[src/rtl/alu_dispatch_ctrl.sv]
// alu_dispatch_ctrl: issue-side FSM that accepts one instruction, reads its sources,
// drives the ALU for the required cycles and writes the result back to the register file.
module alu_dispatch_ctrl #(
  parameter int WORD_SIZE   = 19,
  parameter int OPC_W       = 5,
  parameter int REG_ADDR_W  = 3,
  parameter int MULDIV_WAIT = 2
) (
  input  logic                  clk,
  input  logic                  reset,
  input  logic                  instr_valid,
  input  logic [WORD_SIZE-1:0]  instr,
  output logic                  instr_ready,
  output logic [REG_ADDR_W-1:0] rf_raddr_1,
  output logic [REG_ADDR_W-1:0] rf_raddr_2,
  input  logic [WORD_SIZE-1:0]  rf_rdata_1,
  input  logic [WORD_SIZE-1:0]  rf_rdata_2,
  output logic [OPC_W-1:0]      alu_opcode,
  output logic [WORD_SIZE-1:0]  alu_op_1,
  output logic [WORD_SIZE-1:0]  alu_op_2,
  input  logic [WORD_SIZE-1:0]  alu_result,
  output logic                  rf_we,
  output logic [REG_ADDR_W-1:0] rf_waddr,
  output logic [WORD_SIZE-1:0]  rf_wdata,
  output logic                  busy,
  output logic                  illegal_op
);
  localparam logic [OPC_W-1:0] OP_NOT = OPC_W'(1);
  localparam logic [OPC_W-1:0] OP_AND = OPC_W'(2);
  localparam logic [OPC_W-1:0] OP_OR  = OPC_W'(3);
  localparam logic [OPC_W-1:0] OP_XOR = OPC_W'(4);
  localparam logic [OPC_W-1:0] OP_ADD = OPC_W'(5);
  localparam logic [OPC_W-1:0] OP_SUB = OPC_W'(6);
  localparam logic [OPC_W-1:0] OP_MUL = OPC_W'(7);
  localparam logic [OPC_W-1:0] OP_DIV = OPC_W'(8);
  localparam logic [OPC_W-1:0] OP_INC = OPC_W'(9);
  localparam logic [OPC_W-1:0] OP_DEC = OPC_W'(10);
  localparam int RD_HI  = WORD_SIZE - OPC_W - 1;
  localparam int RS1_HI = RD_HI - REG_ADDR_W;
  localparam int RS2_HI = RS1_HI - REG_ADDR_W;
  localparam int LOW_W  = RS2_HI - REG_ADDR_W + 1;

  typedef enum logic [2:0] {IDLE, READ, EXEC, WAIT, WB} state_t;

  state_t                state_q;
  logic [OPC_W-1:0]      opc_q;
  logic [OPC_W-1:0]      alu_opcode_q;
  logic [REG_ADDR_W-1:0] rd_q;
  logic [REG_ADDR_W-1:0] raddr_1_q;
  logic [REG_ADDR_W-1:0] raddr_2_q;
  logic [REG_ADDR_W-1:0] waddr_q;
  logic [WORD_SIZE-1:0]  op_1_q;
  logic [WORD_SIZE-1:0]  op_2_q;
  logic [WORD_SIZE-1:0]  wdata_q;
  logic [2:0]            cnt_q;
  logic                  ready_q;
  logic                  busy_q;
  logic                  we_q;
  logic                  illegal_q;

  logic [OPC_W-1:0]      in_opc;
  logic [LOW_W-1:0]      unused_low;
  logic                  in_legal;
  logic                  unary;
  logic                  muldiv;
  logic                  wb_d;
  logic [WORD_SIZE-1:0]  op_2_d;

  assign in_opc     = instr[WORD_SIZE-1 -: OPC_W];
  assign unused_low = instr[LOW_W-1:0];
  assign in_legal   = in_opc inside {OP_NOT, OP_AND, OP_OR, OP_XOR, OP_ADD,
                                     OP_SUB, OP_MUL, OP_DIV, OP_INC, OP_DEC};
  assign unary      = opc_q inside {OP_NOT, OP_INC, OP_DEC};
  assign muldiv     = opc_q inside {OP_MUL, OP_DIV};
  assign op_2_d     = unary ? '0 : rf_rdata_2;
  // Result is captured on the last ALU cycle: EXEC for single-cycle ops, final WAIT otherwise.
  assign wb_d       = (state_q == EXEC && !(muldiv && MULDIV_WAIT > 0)) ||
                      (state_q == WAIT && cnt_q == 3'd0);

  // Register read data arrives in EXEC, so operands pass straight through then and are held in WAIT.
  assign alu_op_1    = state_q == EXEC ? rf_rdata_1 : state_q == WAIT ? op_1_q : '0;
  assign alu_op_2    = state_q == EXEC ? op_2_d : state_q == WAIT ? op_2_q : '0;
  assign alu_opcode  = alu_opcode_q;
  assign rf_raddr_1  = raddr_1_q;
  assign rf_raddr_2  = raddr_2_q;
  assign rf_we       = we_q;
  assign rf_waddr    = waddr_q;
  assign rf_wdata    = wdata_q;
  assign instr_ready = ready_q;
  assign busy        = busy_q;
  assign illegal_op  = illegal_q;

  always_ff @(posedge clk) begin
    if (!reset) begin
      state_q      <= IDLE;
      opc_q        <= '0;
      alu_opcode_q <= '0;
      rd_q         <= '0;
      raddr_1_q    <= '0;
      raddr_2_q    <= '0;
      waddr_q      <= '0;
      op_1_q       <= '0;
      op_2_q       <= '0;
      wdata_q      <= '0;
      cnt_q        <= '0;
      ready_q      <= 1'b0;
      busy_q       <= 1'b0;
      we_q         <= 1'b0;
      illegal_q    <= 1'b0;
    end else begin
      illegal_q <= 1'b0;
      raddr_1_q <= '0;
      raddr_2_q <= '0;
      we_q      <= wb_d;
      waddr_q   <= wb_d ? rd_q : '0;
      wdata_q   <= wb_d ? alu_result : '0;
      case (state_q)
        IDLE: begin
          ready_q <= 1'b1;
          if (instr_valid && ready_q) begin
            if (in_legal) begin
              state_q   <= READ;
              ready_q   <= 1'b0;
              busy_q    <= 1'b1;
              opc_q     <= in_opc;
              rd_q      <= instr[RD_HI -: REG_ADDR_W];
              raddr_1_q <= instr[RS1_HI -: REG_ADDR_W];
              raddr_2_q <= instr[RS2_HI -: REG_ADDR_W];
            end else begin
              illegal_q <= 1'b1;
            end
          end
        end
        READ: begin
          state_q      <= EXEC;
          alu_opcode_q <= opc_q;
        end
        EXEC: begin
          op_1_q <= rf_rdata_1;
          op_2_q <= op_2_d;
          cnt_q  <= 3'(MULDIV_WAIT - 1);
          state_q <= wb_d ? WB : WAIT;
          alu_opcode_q <= wb_d ? '0 : alu_opcode_q;
        end
        WAIT: begin
          cnt_q   <= cnt_q - 3'd1;
          state_q <= wb_d ? WB : WAIT;
          alu_opcode_q <= wb_d ? '0 : alu_opcode_q;
        end
        WB: begin
          state_q <= IDLE;
          ready_q <= 1'b1;
          busy_q  <= 1'b0;
        end
        default: state_q <= IDLE;
      endcase
    end
  end
endmodule

[config.mk]
export PLATFORM = sky130hd
export DESIGN_NAME = alu_dispatch_ctrl
export DESIGN_NICKNAME = d
export VERILOG_FILES = /design/src/rtl/alu_dispatch_ctrl.sv
export SDC_FILE = /design/constraint.sdc
export NUM_CORES = 1
export LEC_CHECK = 0
export ABC_AREA = 1
export CAP_MARGIN = 20
export CORE_ASPECT_RATIO = 0.75
export CORE_MARGIN = 4
export CORE_UTILIZATION = 42
export DETAILED_ROUTE_END_ITERATION = 10
export PLACE_DENSITY = 0.8
export SYNTH_ARGS = -nofsm -noshare
export SYNTH_HDL_FRONTEND = slang
export SYNTH_SLANG_ARGS = --single-unit
export TNS_END_PERCENT = 100
[constraint.sdc]
create_clock -name clk -period 2 [get_ports clk]
set_input_delay 0.4 -clock clk [delete_from_list [all_inputs] [get_ports clk]]
set_output_delay 0.4 -clock clk [all_outputs]
set_load 0.02 [all_outputs]
; ---- Word level (Yosys, flattened, before mapping)
; Index checks and enable logic that the tools add are counted.
[op_classes]
n_addsub = 1
n_eq_ne = 22
n_mux = 18
reduce_logical = 21
[ops]
columns = op, count
row1 = 19-bit two-way mux, 5
row2 = "5-bit by 4-bit equality test with 1-bit output, second input constant", 6
row3 = "5-bit by 3-bit equality test with 1-bit output, second input constant", 5
row4 = "5-bit by 1-bit equality test with 1-bit output, second input constant", 2
row5 = "5-bit by 2-bit equality test with 1-bit output, second input constant", 2
row6 = 5-bit case mux with 2 select lines, 1
row7 = 10-bit nonzero test, 1
row8 = 3-bit two-way mux, 3
row9 = 3-bit case mux with 3 select lines, 1
row10 = 3-bit AND reduction, 3
row11 = 2-bit nonzero test, 4
row12 = "3-bit by 2-bit equality test with 1-bit output, second input constant", 2
row13 = 3-bit logical NOT, 2
row14 = 3-bit case mux with 2 select lines, 1
row15 = 2-bit AND reduction, 3
row16 = 5-bit two-way mux, 1
row17 = 1-bit two-way mux, 4
row18 = "2-bit != test, second input constant", 2
row19 = 1-bit case mux with 2 select lines, 2
row20 = 4-bit AND reduction, 1
row21 = "3-bit by 1-bit equality test with 1-bit output, second input constant", 1
row22 = "3-bit equality test, second input constant", 1
row23 = 1-bit logical AND, 3
row24 = 3-bit nonzero test, 1
row25 = other kinds (5), 5
[word_totals]
output_inout_bits = 75
reg_bits = 89
in_bits = 79
word_cells = 77

; ---- Longest topological paths before layout
; Gate-level depths: netlist of the first run.
[depth]
word_depth = 7
mapped_depth = 8
mapped_depth_nobuf = 8

; ---- Least setup slack after synthesis of the first run
; No wires, ideal clock.
[synth_path]
path_kind = register -> output
from = reg state_q[2]
to = out alu_op_1[0]
required_ns = 1.600
path_buffers = 2
slack_ns = 0.376
t_arrival_ns = 1.224
path_stages_with_launch = 8
cell_sequence = dfxtp_1 -> inv_2 -> nand2_4 -> nor2_4 -> buf_2 -> buf_2 -> nand2_1 -> nand2_1
[synth_via]
elab_chain_len = 3
elab_cells_between_ends = 4
classes_between = eq/ne: 2 / mux: 2
[synth_lines]
columns = element, line
row1 = start: declaration, 45  ; state_t state_q;
row2 = start signal: assignment, 142  ; state_q <= wb_d ? WB : WAIT;
row3 = start signal: assignment, 147  ; state_q <= wb_d ? WB : WAIT;
row4 = 3-bit by 2-bit equality test with 1-bit output, 81  ; assign alu_op_1 = state_q == EXEC ? rf_rdata_1 : state_q == WAIT ? op_1_q : '0;
row5 = 19-bit two-way mux, 81
row6 = 19-bit two-way mux (*), 81
row7 = end: declaration, 19  ; output logic [WORD_SIZE-1:0] alu_op_1,
; Mark *: on every way between the ends. The rest lies on a longest branch, timed or not.

; ---- Worst setup path after layout of the first run
[layout_path]
from = reg state_q[2]
to = out alu_op_1[14]
; Same word-level chain as after synthesis.

==> flow_summary.toml, run 1 <==
[grt]
grtUsageMet1 = 0.2388
grt_usage = 0.2111
use_met2 = 0.3650
grt.overflow.total = 0
grt_max_degree = 39
antenna_found_initial = 0
grt_pass1_wl_um = 16730
top_usage_layer = "met2"
gr-usage-met3 = 0.07014
first_global_vias = 3664

[setup_path]
startpoint_type = "flop"
cpPeakStageDelay_ps = 330
end_kind = "primary output"
cp_num_cells = 8
path_cells = "inv_2, nand2_4, nor2_4, buf_12, buf_16, nand2_1, nand2_1, buf_6"
cp_top_family = "buffers and inverters"
cp_max_fo = 8
cpMaxStageDelayCell = "dfxtp_2"
cp.required_ps = 1600
critPathBufInv = 4
r2r.worst_path.cells = 9
critical_path.most_common_cell = "nand2_1"
critical_path_class = "flop to primary output"
arrival_ps = 1650

[synth]
synth_top_area_share = 0.5073
syn_avg_cell_area_um2 = 7.348
yosys-top-cells-area = "dfxtp_1 51%, nand2_1 17%, a21oi_1 5.8%, inv_1 5.5%, nor2_1 5.0%"
syn-num-nets = 559
synth_seq_area_share = 0.5073
ys_ff_latch = 89
syn_area_um2 = 3512
synth_area_leader_cell = "dfxtp_1"
synth_cells = 478
ys_warn_count = 0
ys_types = 24

[cts]
clk_path_buf_depth = 2
clkLatencyLatePin_ps = 360
cts.reportedPaths.clkPinSlew_ps = 90
cts_buffers = 9
numClockSinks = 89
cts_tree = "yes"
htreeDepth = 3
cts_root_buf = "clkbuf_8"

[timing]
slew_headroom = 0.5733
period_needed_ps = 2051
setup_ws_ps = -50.68
slew_viol_final = 0
fmax_mhz = 487.6
rsz0062_at_grt = "true"
worst_pin_slew_ps = 639.1
fin_crit_sh = 1.025
fin_worst_skew_ps = 7.015
hold_violations = 0
setup_viol_count_final = 2

[pwr]
cellInternalPower_mw = 2.993
clkPwrFrac = 0.308
seqPwrFrac = 0.451
power_density_nw_per_um2 = 689.7
p_comb_frac = 0.241
peakVddDrop_v = 0.0004828
switching_share = 0.2938
power.leakage_nw = 2.707
p_sw_mw = 1.245

[place]
gp_congestion = 0.8357
io_buffers = 148
placed_cells = 759
dp.final_hpwl_um = 7384
placed_area_um2 = 5420

[layout]
layout.nets = 763
fin_cells = 792
drive_above_1_share = 0.2897
area.growth.synth_to_final_pct = 74.96
insertedDiodeCount = 0
fin_util = 0.7659
final_cell_mix = "124 x nand2_1, 110 x clkdlybuf4s50_1, 84 x dfxtp_1, 54 x buf_4, 51 x inv_1"
final_common_cell = "nand2_1"
design_area_um2 = 6145

[drt]
num_vias = 3851
drt-wirelength-per-cell_um = 14.43
wl_um = 11430
drtAntennaViolNets = 0
viasPerCell = 4.862
drt_iter0_drc = 199
drc = 0
drtPass1Iterations = 5

[floorplanning]
ios = 154
dieArea_um2 = 9904
fp.dieW_um = 113.6
core_area_um2 = 8023
initial_core_util = 0.4378
rows = 28
die_h_um = 87.20

[min_path]
holdCritPathClass = "flop to flop"
worstHoldPathCells = 2

[run]
maxCapViolations = 0

[status]
violations = "setup timing"
status = "complete, but fails checks"
## power by group through the flow
stage / logic (mW) / registers, mW / clock network [mW]
6_report: 1.02 / 1.91 / 1.30
5_1_grt: 1.10 / 1.92 / 1.41
3_3_place_gp: 0.830 / 1.94 / 0
3_5_place_dp: 0.850 / 1.95 / 0
4_1_cts: 0.896 / 1.91 / 1.33
2_1_floorplan: 0.372 / 1.99 / 0
## final cells by class
type                       count  area, um2
inverter                      54      202.7
clock inverter                 7      85.08
clock buffer                   9      123.9
timing repair buffer         215       2188
fill                         559       1878
multi-input combinational    313       1625
sequential                    89       1788
tap                          105      131.4
## registers in the layout, summed over array words and instances, names as in the netlist, 3 cells and up
signal and cells:
op_2_q 19, cnt_q 3, rf_wdata 19, op_1_q 19, rf_waddr 3, alu_opcode 5
state_q 3, opc_q 5, rf_raddr_1 3, rd_q 3, rf_raddr_2 3
## path summary, 6_finish.rpt
| kind | start | to | slack [ps] |
|---|---|---|---|
| max | state_q[2] | alu_op_1[14] | -50 |
| min | rd_q[2] | rf_waddr[2] | 440 |
| max reg2reg | state_q[2] | op_2_q[5] | 160 |
| min reg2reg | rd_q[2] | rf_waddr[2] | 440 |
## per-stage QoR
stage | setup TNS [ps] | hold WS, ps | worst slack [ps] | total power [mW]
3_5_place_dp | -1796 | 422.7 | -80.62 | 2.797
5_1_grt | -1452 | 475.6 | -113.5 | 4.427
2_1_floorplan | 0 | 410.3 | 375.8 | 2.363
6_report | -95.67 | 438.8 | -50.68 | 4.238
3_3_place_gp | -1314 | 423.3 | -84.70 | 2.773
4_1_cts | -19.08 | 435.5 | -12.65 | 4.133
## kinds of logic (layout without fill, tap and decap cells)
kind of cell,Yosys count,after routing,synth area share
simple gates,259,259,0.3110
compound gates,52,52,0.07624
buf+inv,76,285,0.09832
flops,89,89,0.5073
fa+ha+maj,2,2,0.007124
## per-layer routing
| layer | wire (um) | vias up |
|---|---|---|
| met3 | 765 | 26 |
| met5 | 0 | - |
| met4 | 298 | 0 |
| li1 | - | 1895 |
| met2 | 5956 | 149 |
| met1 | 4406 | 1781 |
## cells in the mapped netlist (all sizes together)
cell     number
ha            2
nand2       167
nand3        30
buf          17
nor2         52
a21oi        41
o21ai         9
inv          54
nand4         7
nor3          3
a2bb2oi       2
clkbuf        5
dfxtp        89
## repair_timing
| item | in CTS | in global routing |
|---|---|---|
| gates cloned | 2 | 2 |
| hold buffers | 0 | 0 |
| setup endpoints to repair | 38 | 38 |
| buffers inserted | 7 | 6 |
| resized for setup | 184 | 123 |
| pin swaps | 3 | 31 |
## worst min-delay path: stages (launching register included)
cell and delay, ps:
dfxtp_1 310, inv_1 60, nor2_1 40
(Power assumes the default switching activity.)
==> run 2, diff against run 1 <==
CTS_CLUSTER_SIZE = 14   (was default)
==> results of run 2 <==
No change in the layout: final DEF, timing and power equal those of run 1.
